--- src/rtl/bus_fifo_burst_reader.sv ---
// Read-side controller for the wide bus FIFO: pops entries and streams them as BURST_LEN-beat bursts.
// Define BUS_FIFO_RD_TIMEOUT_EN to pad a stalled partial burst with a filler beat after TIMEOUT empty cycles.
module bus_fifo_burst_reader #(
  parameter int unsigned WIDTH     = 32,
  parameter int unsigned IN_DEPTH  = 6,
  parameter int unsigned BURST_LEN = 4,
  parameter int unsigned TIMEOUT   = 16
) (
  input  logic                      clk,
  input  logic                      rstn,
  input  logic                      enable,
  input  logic                      fifo_empty,
  input  logic [IN_DEPTH*WIDTH-1:0] fifo_rd_data,
  output logic                      fifo_rd_en,
  output logic                      m_valid,
  input  logic                      m_ready,
  output logic [IN_DEPTH*WIDTH-1:0] m_data,
  output logic                      m_last,
  output logic                      m_pad,
  output logic                      busy,
  output logic [15:0]               burst_cnt
);
  localparam int unsigned DW  = IN_DEPTH * WIDTH;
  localparam int unsigned BIW = $clog2(BURST_LEN);

  if (BURST_LEN < 2 || TIMEOUT < 1) begin : g_bad_param
    $error("bus_fifo_burst_reader: BURST_LEN must be >= 2 and TIMEOUT >= 1");
  end

`ifdef BUS_FIFO_RD_TIMEOUT_EN
  typedef enum logic [1:0] {IDLE, STREAM, PAD} state_t;
`else
  typedef enum logic [1:0] {IDLE, STREAM} state_t;
`endif

  state_t          state_q;
  logic [BIW-1:0]  beat_idx_q;
  logic            closing_q;
  logic            m_valid_q;
  logic [DW-1:0]   m_data_q;
  logic            m_last_q;
  logic [15:0]     burst_cnt_q;
  logic            closing_w;
  logic            last_beat;

  // Closing is decided at the burst boundary (beat_idx back at 0), so the
  // pop that would start a new burst is suppressed in the same cycle.
  assign closing_w  = closing_q ||
                      ((state_q == STREAM) && (beat_idx_q == '0) && (!enable || fifo_empty));
  assign last_beat  = (beat_idx_q == BIW'(BURST_LEN - 1));
  assign fifo_rd_en = (state_q == STREAM) && !fifo_empty && !closing_w && (!m_valid_q || m_ready);

`ifdef BUS_FIFO_RD_TIMEOUT_EN
  localparam int unsigned TW = $clog2(TIMEOUT + 1);
  logic [TW-1:0] tmo_q;
  logic          m_pad_q;
  logic          tmo_idle;
  logic          pad_start;

  assign tmo_idle  = (state_q == STREAM) && (beat_idx_q != '0) && fifo_empty && !m_valid_q;
  assign pad_start = tmo_idle && (tmo_q == TW'(TIMEOUT - 1));
  assign m_pad     = m_pad_q;
`else
  assign m_pad     = 1'b0;
`endif

  always_ff @(posedge clk or negedge rstn) begin
    if (!rstn) begin
      state_q     <= IDLE;
      beat_idx_q  <= '0;
      closing_q   <= 1'b0;
      m_valid_q   <= 1'b0;
      m_data_q    <= '0;
      m_last_q    <= 1'b0;
      burst_cnt_q <= '0;
`ifdef BUS_FIFO_RD_TIMEOUT_EN
      tmo_q       <= '0;
      m_pad_q     <= 1'b0;
`endif
    end else begin
      if (fifo_rd_en) begin
        m_data_q   <= fifo_rd_data;
        m_valid_q  <= 1'b1;
        m_last_q   <= last_beat;
        beat_idx_q <= last_beat ? '0 : beat_idx_q + 1'b1;
`ifdef BUS_FIFO_RD_TIMEOUT_EN
        m_pad_q    <= 1'b0;
      end else if (pad_start) begin
        m_data_q   <= '0;
        m_valid_q  <= 1'b1;
        m_last_q   <= 1'b1;
        m_pad_q    <= 1'b1;
`endif
      end else if (m_valid_q && m_ready) begin
        m_valid_q  <= 1'b0;
      end

      if (m_valid_q && m_ready && m_last_q) begin
        burst_cnt_q <= burst_cnt_q + 16'd1;
      end

`ifdef BUS_FIFO_RD_TIMEOUT_EN
      if (fifo_rd_en || state_q != STREAM) begin
        tmo_q <= '0;
      end else if (tmo_idle) begin
        tmo_q <= tmo_q + 1'b1;
      end
`endif

      unique case (state_q)
        IDLE: begin
          if (enable && !fifo_empty) state_q <= STREAM;
        end
        STREAM: begin
          if (closing_w && (!m_valid_q || m_ready)) begin
            state_q   <= IDLE;
            closing_q <= 1'b0;
          end else if (closing_w) begin
            closing_q <= 1'b1;
`ifdef BUS_FIFO_RD_TIMEOUT_EN
          end else if (pad_start) begin
            state_q   <= PAD;
`endif
          end
        end
`ifdef BUS_FIFO_RD_TIMEOUT_EN
        PAD: begin
          if (m_valid_q && m_ready) begin
            state_q    <= IDLE;
            beat_idx_q <= '0;
          end
        end
`endif
        default: ;
      endcase
    end
  end

  assign m_valid   = m_valid_q;
  assign m_data    = m_data_q;
  assign m_last    = m_last_q;
  assign busy      = (state_q != IDLE);
  assign burst_cnt = burst_cnt_q;

endmodule

--- config.mk ---
export PLATFORM = sky130hd
export DESIGN_NAME = bus_fifo_burst_reader
export DESIGN_NICKNAME = d
export VERILOG_FILES = /design/src/rtl/bus_fifo_burst_reader.sv
export SDC_FILE = /design/constraint.sdc
export NUM_CORES = 1
export LEC_CHECK = 0
export ABC_AREA = 1
export CELL_PAD_IN_SITES_DETAIL_PLACEMENT = 2
export CELL_PAD_IN_SITES_GLOBAL_PLACEMENT = 2
export CORE_MARGIN = 3
export CORE_UTILIZATION = 22
export CTS_CLUSTER_SIZE = 24
export DETAILED_ROUTE_END_ITERATION = 8
export PLACE_DENSITY_LB_ADDON = 0.12
export SYNTH_ARGS = -nofsm -noshare
export SYNTH_HDL_FRONTEND = slang
export SYNTH_SLANG_ARGS = --single-unit
--- constraint.sdc ---
create_clock -name clk -period 1.9 [get_ports clk]
set_clock_uncertainty 0.05 [all_clocks]
set_input_delay 0.19 -clock clk [delete_from_list [all_inputs] [get_ports clk]]
set_output_delay 0.19 -clock clk [all_outputs]
set_load 0.005 [all_outputs]
==> results of run 1 <==
## layout by cell type, fill, tap and decap left out, types with 2 or more instances in the layout
| master | instances |
|---|---|
| buf_12 | 17 |
| buf_4 | 21 |
| buf_6 | 4 |
| bufinv_16 | 2 |
| clkbuf_1 | 6 |
| clkbuf_16 | 37 |
| clkbuf_8 | 7 |
| clkdlybuf4s50_1 | 406 |
| clkinv_2 | 5 |
| dfrtp_1 | 214 |
| diode_2 | 3 |
| ha_1 | 2 |
| inv_1 | 16 |
| inv_2 | 3 |
| nand2_1 | 614 |
| nand3_1 | 5 |
| nand3b_1 | 2 |
| nand4_1 | 5 |
| nor2_1 | 20 |
| nor3_1 | 2 |
| o21ai_0 | 3 |
| xnor2_1 | 5 |
| xor2_1 | 5 |
## sequential cells by signal, indices dropped and copies added, names as in the netlist
register,count
m_last,1
m_data,192
burst_cnt,16
beat_idx_q,2
closing_q,1
m_valid,1
state_q,1
## routing by layer
| metal | wire length, um | track usage |
|---|---|---|
| met5 | 55 | 0 |
| met2 | 17900 | 0.288 |
| met4 | 651 | 0.0366 |
| met3 | 3160 | 0.0718 |
| met1 | 14500 | 0.197 |
## per-stage QoR
step                      instances  setup TNS [ns]
after floorplan                 946               0
after global placement         1849          -0.392
after detailed placement       1849           -5.58
after CTS                      1905               0
after global routing           1918         -0.0381
final                          1918               0
## worst max-delay path, stage by stage (launching register included)
cell	delay, ns
dfrtp_1	0.39
inv_2	0.08
ha_4	0.14
nand3_2	0.07
nand4_1	0.17
clkinv_4	0.08
buf_6	0.12
## logic make-up (layout without fill, tap and decap cells)
group	Yosys count	after routing
flops	214	214
compound gates	5	5
xor+xnor	10	10
buf+inv	64	529
simple gates	649	649
fa+ha+maj	3	3
other cells	1	4
## path summary, 6_finish.rpt
check | to | startpoint | cells after the start | slack [ns]
max in group asynchronous | m_data[116]$_DFFE_PN0P_ | rstn | 3 | 0.95
worst min-delay path | m_data[136]$_DFFE_PN0P_ | rstn | 2 | 0.13
worst max register to register | m_data[46]$_DFFE_PN0P_ | beat_idx_q[0]$_DFFE_PN0P_ | 10 | 0.16
min in group clk | m_data[56]$_DFFE_PN0P_ | fifo_rd_data[56] | 3 | 0.13
worst max-delay path | fifo_rd_en | beat_idx_q[0]$_DFFE_PN0P_ | 6 | 0.08
worst min register to register | m_data[4]$_DFFE_PN0P_ | m_data[4]$_DFFE_PN0P_ | 2 | 0.43
## power groups by stage
stage,logic [mW],clock network [mW],registers [mW]
floorplan,2.81,0,7.73
global placement,8.68,0,7.59
detailed placement,8.89,0,7.67
CTS,9.05,5.62,7.63
global route,10.2,5.81,7.90
finish,9.21,5.38,7.61
## cell type report
cell class,count,share of cell area
diodes,3,0.000517
clock buffers,42,0.0582
clock inverters,8,0.00638
inverters,20,0.00552
multi-input cells,668,0.182
flip-flops and latches,214,0.369
well taps,504,0.0435
repair buffers,459,0.335
## timing repair
item	in CTS	in global routing
hold endpoints to repair	96	0
endpoints found under the setup margin	1	188
buffers inserted	5	1
gates resized for setup	10	12
hold buffers	1	0
pin swaps	1	0
cloned	0	10
==> flow_summary.toml, run 1 <==
[status]
status = "finished, final reports clean"

[yosys]
ys_ff_latch = 214
yosysMostFrequentCell = "nand2_1"
netlist_area_mm2 = 0.00838
synthSimpleGateAreaFrac = 0.294
synthAdderAreaFrac = 0.00448
synthArstFlopShare = 1.00
synth_top_family_by_area = "simple AND/OR/NAND/NOR gates"
synth-xor-area-share = 0.0104
synth_area_per_cell_um2 = 8.86
yosysSeqAreaShare = 0.639
synthMuxAreaShare = 0
ys_top_cells_by_count = "nand2_1 (614), dfrtp_1 (214), nor2_1 (20), buf_6 (18), inv_1 (18)"
synth_area_leader_cell = "dfrtp_1"
syn_nets = 1146
synthTopCellsByArea = "dfrtp_1 (64%), nand2_1 (27%), buf_6 (2.4%)"
synth_compound_area_frac = 0.00313
synth_top_flop_cell = "dfrtp_1"
synth_top_area_share = 0.639
yosys_warnings = 0
synth-edff-count = 0
postSynthCellCount = 946
synth_cell_types = 21

[global_routing]
antenna_found_initial = 8
first_global_vias = 8855
grt.total_usage = 0.168
grt_pass1_wl_um = 53700
grt_max_degree = 62
overflow = 0

[pwr]
peakVddDrop_mv = 0.607
p_int_mw = 15.1
power.density_mw_per_mm2 = 1530
p_clk_frac = 0.242
power.total_mw = 22.2
p_switching_mw = 7.12
share_seq_of_total_power = 0.343
leakage_nw = 7.07
switching_share = 0.321
p_comb_frac = 0.415

[sta]
drv_slew = 0
grt_setup_unrepaired = "yes"
fin_crit_ns = 1.82
finalHoldViolCount = 0
fmax_mhz = 548
setup_viol = 0
hold_slack_ns = 0.126
worst-slew-pin-transition_ns = 0.585
slew_headroom = 0.610
finalCritPeriodShare = 0.960
finalWorstSetupSlack_ns = 0.0764

[worst_hold_path]
hold_path_class = "input pin to async pin"

[critical_path]
crit_path_end_kind = "output port"
start_kind = "register"
cp.required_ns = 1.66
critPathKind = "register to output port"
arrival_ns = 1.58
crit_fanout = 2

[placed_design]
placed_area_mm2 = 0.0132
pre_cts_ws_ns = -0.110
dp_hpwl_um = 25800
io_buffers = 408
place_congestion = 0.715

[clock_network]
cts_root_buf = "clkbuf_16"
cts-htree-levels = 1
cts.sinks = 214
clock_latency_ns = 0.54
cts_max_path_buffers = 3
numCtsBuffers = 28
clkSlewWorstSetupHoldPaths_ns = 0.06
cts_tree = "yes"

[routing]
routedWlPerCell_um = 18.9
vias_per_cell = 4.19
drc_errors = 0
drtPass1Iterations = 4
drt-total-wl_um = 36200
vias = 8044
ant_nets = 0
drtIter0Drc = 227

[layout]
multiInputGateArea_mm2 = 0.00264
nNetsFinal = 1591
drive_above_1_share = 0.0723
ff_latch_area_mm2 = 0.00536
area_delta_synth_final_pct = 73.0
design_area_mm2 = 0.0145
fill_cells = 4059
fin_util = 0.392

[die]
die_height_um = 201
rows = 70
placeableCoreArea_mm2 = 0.0370
dieArea_mm2 = 0.0405
die_w_um = 201
start_util = 0.226
ios = 410

[flow_run]
maxCapViolations = 0
(Power assumes the default switching activity.)
==> inputs of run 2 (changes only) <==
--- a/config.mk
+++ b/config.mk
@@ -8,10 +8,11 @@
 export ABC_AREA = 1
 export CELL_PAD_IN_SITES_DETAIL_PLACEMENT = 2
 export CELL_PAD_IN_SITES_GLOBAL_PLACEMENT = 2
-export CORE_MARGIN = 3
-export CORE_UTILIZATION = 22
+export CORE_MARGIN = 2
+export CORE_UTILIZATION = 34
 export CTS_CLUSTER_SIZE = 24
 export DETAILED_ROUTE_END_ITERATION = 8
+export DONT_BUFFER_PORTS = 1
 export PLACE_DENSITY_LB_ADDON = 0.12
 export SYNTH_ARGS = -nofsm -noshare
 export SYNTH_HDL_FRONTEND = slang
==> flow_summary.toml, run 2 (synthesized netlist as in run 1, its figures left out) <==
[sta]
finalWorstSetupSlack_ns = 0.0241
setup_viol = 0
finalHoldViolCount = 214
grt_setup_unrepaired = "yes"
hold_slack_ns = -0.670
slew_headroom = 0.654
drv_slew = 0
worst-slew-pin-transition_ns = 0.518
fin_crit_ns = 1.88
finalCritPeriodShare = 0.987
fmax_mhz = 533

[layout]
layout_common_cells = "nand2_1 (613), dfrtp_1 (213), dlygate4sd3_1 (195)"
design_area_mm2 = 0.0116
nNetsFinal = 1352
fill_cells = 2565
drive_above_1_share = 0.0600
largest_reg_flops = 192
area_delta_synth_final_pct = 38.9
layout_commonest_cell = "nand2_1"
finalNonFillerCells = 1494

[flow_run]
maxCapViolations = 0

[status]
status = "complete, but fails checks"
violations = "negative hold slack"

[critical_path]
path_cells = "inv_2 -> ha_4 -> nand3_2 -> nand4_1 -> buf_6 -> inv_8 -> buf_16"
crit_path_end_kind = "output port"
arrival_ns = 1.64
start_kind = "register"
critPathKind = "register to output port"
max_stage_delay_ns = 0.36
cp.required_ns = 1.66
crit_fanout = 5
cpMaxStageDelayCell = "dfrtp_1"

[pwr]
leakage_nw = 6.05
peakVddDrop_mv = 0.666
power.density_mw_per_mm2 = 1540

[placed_design]
place_congestion = 0.808
dp_cells = 1236
dp_hpwl_um = 20000
io_buffers = 0
pre_cts_ws_ns = 0.0161
placed_area_mm2 = 0.00861

[global_routing]
grt.total_usage = 0.270
grt_max_degree = 215
first_global_vias = 8862
antenna_found_initial = 5
overflow = 0
grt_pass1_wl_um = 53800

[clock_network]
cts_max_path_buffers = 3
clock_latency_ns = 0.51
cts.sinks = 214
cts-htree-levels = 1
cts_root_buf = "clkbuf_16"
clkSlewWorstSetupHoldPaths_ns = 0.06
hold_buffers = 195
numCtsBuffers = 25
cts_tree = "yes"

[die]
dieArea_mm2 = 0.0259
start_util = 0.346
ios = 410
rows = 57
placeableCoreArea_mm2 = 0.0242
die_w_um = 161
die_height_um = 161

[routing]
vias = 7360
drtPass1Iterations = 4
routedWlPerCell_um = 24.2
drc_errors = 0
ant_nets = 0
drtIter0Drc = 358
drt-total-wl_um = 36100
vias_per_cell = 4.93

[worst_hold_path]
hold_path_class = "input pin to async pin"
run 2: cell types whose count changed in the layout (fill, tap and decap cells not counted), sizes merged, moves of 4 or more:
| cell | delta |
|---|---|
| clkdlybuf4s50 | -406 |
| buf | -22 |
| clkbuf | -13 |
| dlygate4sd3 | +194 |
| bufbuf | +4 |
run 2: path summary, 6_finish.rpt:
path                                      startpoint  slack [ns]  cells after the start                         to
min                                             rstn       -0.67                      0  burst_cnt[11]$_DFFE_PN0P_
max reg2reg                beat_idx_q[1]$_DFFE_PN0P_        0.04                     10    m_data[166]$_DFFE_PN0P_
min in group clk                          fifo_empty        0.02                      4      closing_q$_DFFE_PN0P_
max in group asynchronous                       rstn        2.00                      0     state_q[0]$_DFFE_PN0P_
max                        beat_idx_q[1]$_DFFE_PN0P_        0.02                      7                 fifo_rd_en
min reg2reg                  m_data[187]$_DFFE_PN0P_        0.47                      2    m_data[187]$_DFFE_PN0P_
run 2: repair_timing:
item                                    in CTS  in global routing
cloned                                       4                  3
buffers inserted                             9                  3
pin swaps                                    0                  2
hold endpoints to repair                   413                214
gates resized for setup                      7                  9
endpoints found under the setup margin       2                144
run 2: final cells by class:
| type | instances | area [um^2] | area share |
|---|---|---|---|
| diodes | 4 | 10.0 | 0.000860 |
| inverters | 20 | 82.6 | 0.00709 |
| flip-flops and latches | 214 | 5360 | 0.460 |
| well taps | 324 | 405 | 0.0348 |
| repair buffers | 223 | 2400 | 0.206 |
| clock buffers | 35 | 683 | 0.0587 |
| multi-input cells | 668 | 2640 | 0.227 |
| clock inverters | 6 | 58.8 | 0.00505 |
run 2: worst max-delay path, delay by kind of cell, from the launching register on:
family                   cells  cell delay (ns)
buffers and inverters        4             0.39
AND/OR/NAND/NOR              2             0.20
adder cells (fa/ha/maj)      1             0.15
flip-flops                   1             0.36
run 2: stage by stage:
step,TNS (ns),util,total power [mW]
after floorplan,0,-,10.5
after global placement,0,0.355,11.6
after detailed placement,0,0.355,12.1
after CTS,0,0.475,17.4
after global routing,-1.82,0.480,19.0
final,0,0.480,18.0
run 2: layer usage:
metal,share of wire,track usage,vias up
li1,-,-,3251
met1,0.34,0.274,3691
met2,0.53,0.509,331
met3,0.095,0.0996,85
met4,0.033,0.0933,2
met5,0.00030,0,-
run 2: power by group:
part	total, mW	internal (mW)	switching (mW)
registers	8.71	6.52	2.19
logic	4.74	1.92	2.82
clock network	4.53	2.62	1.91
total	18.0	11.1	6.92
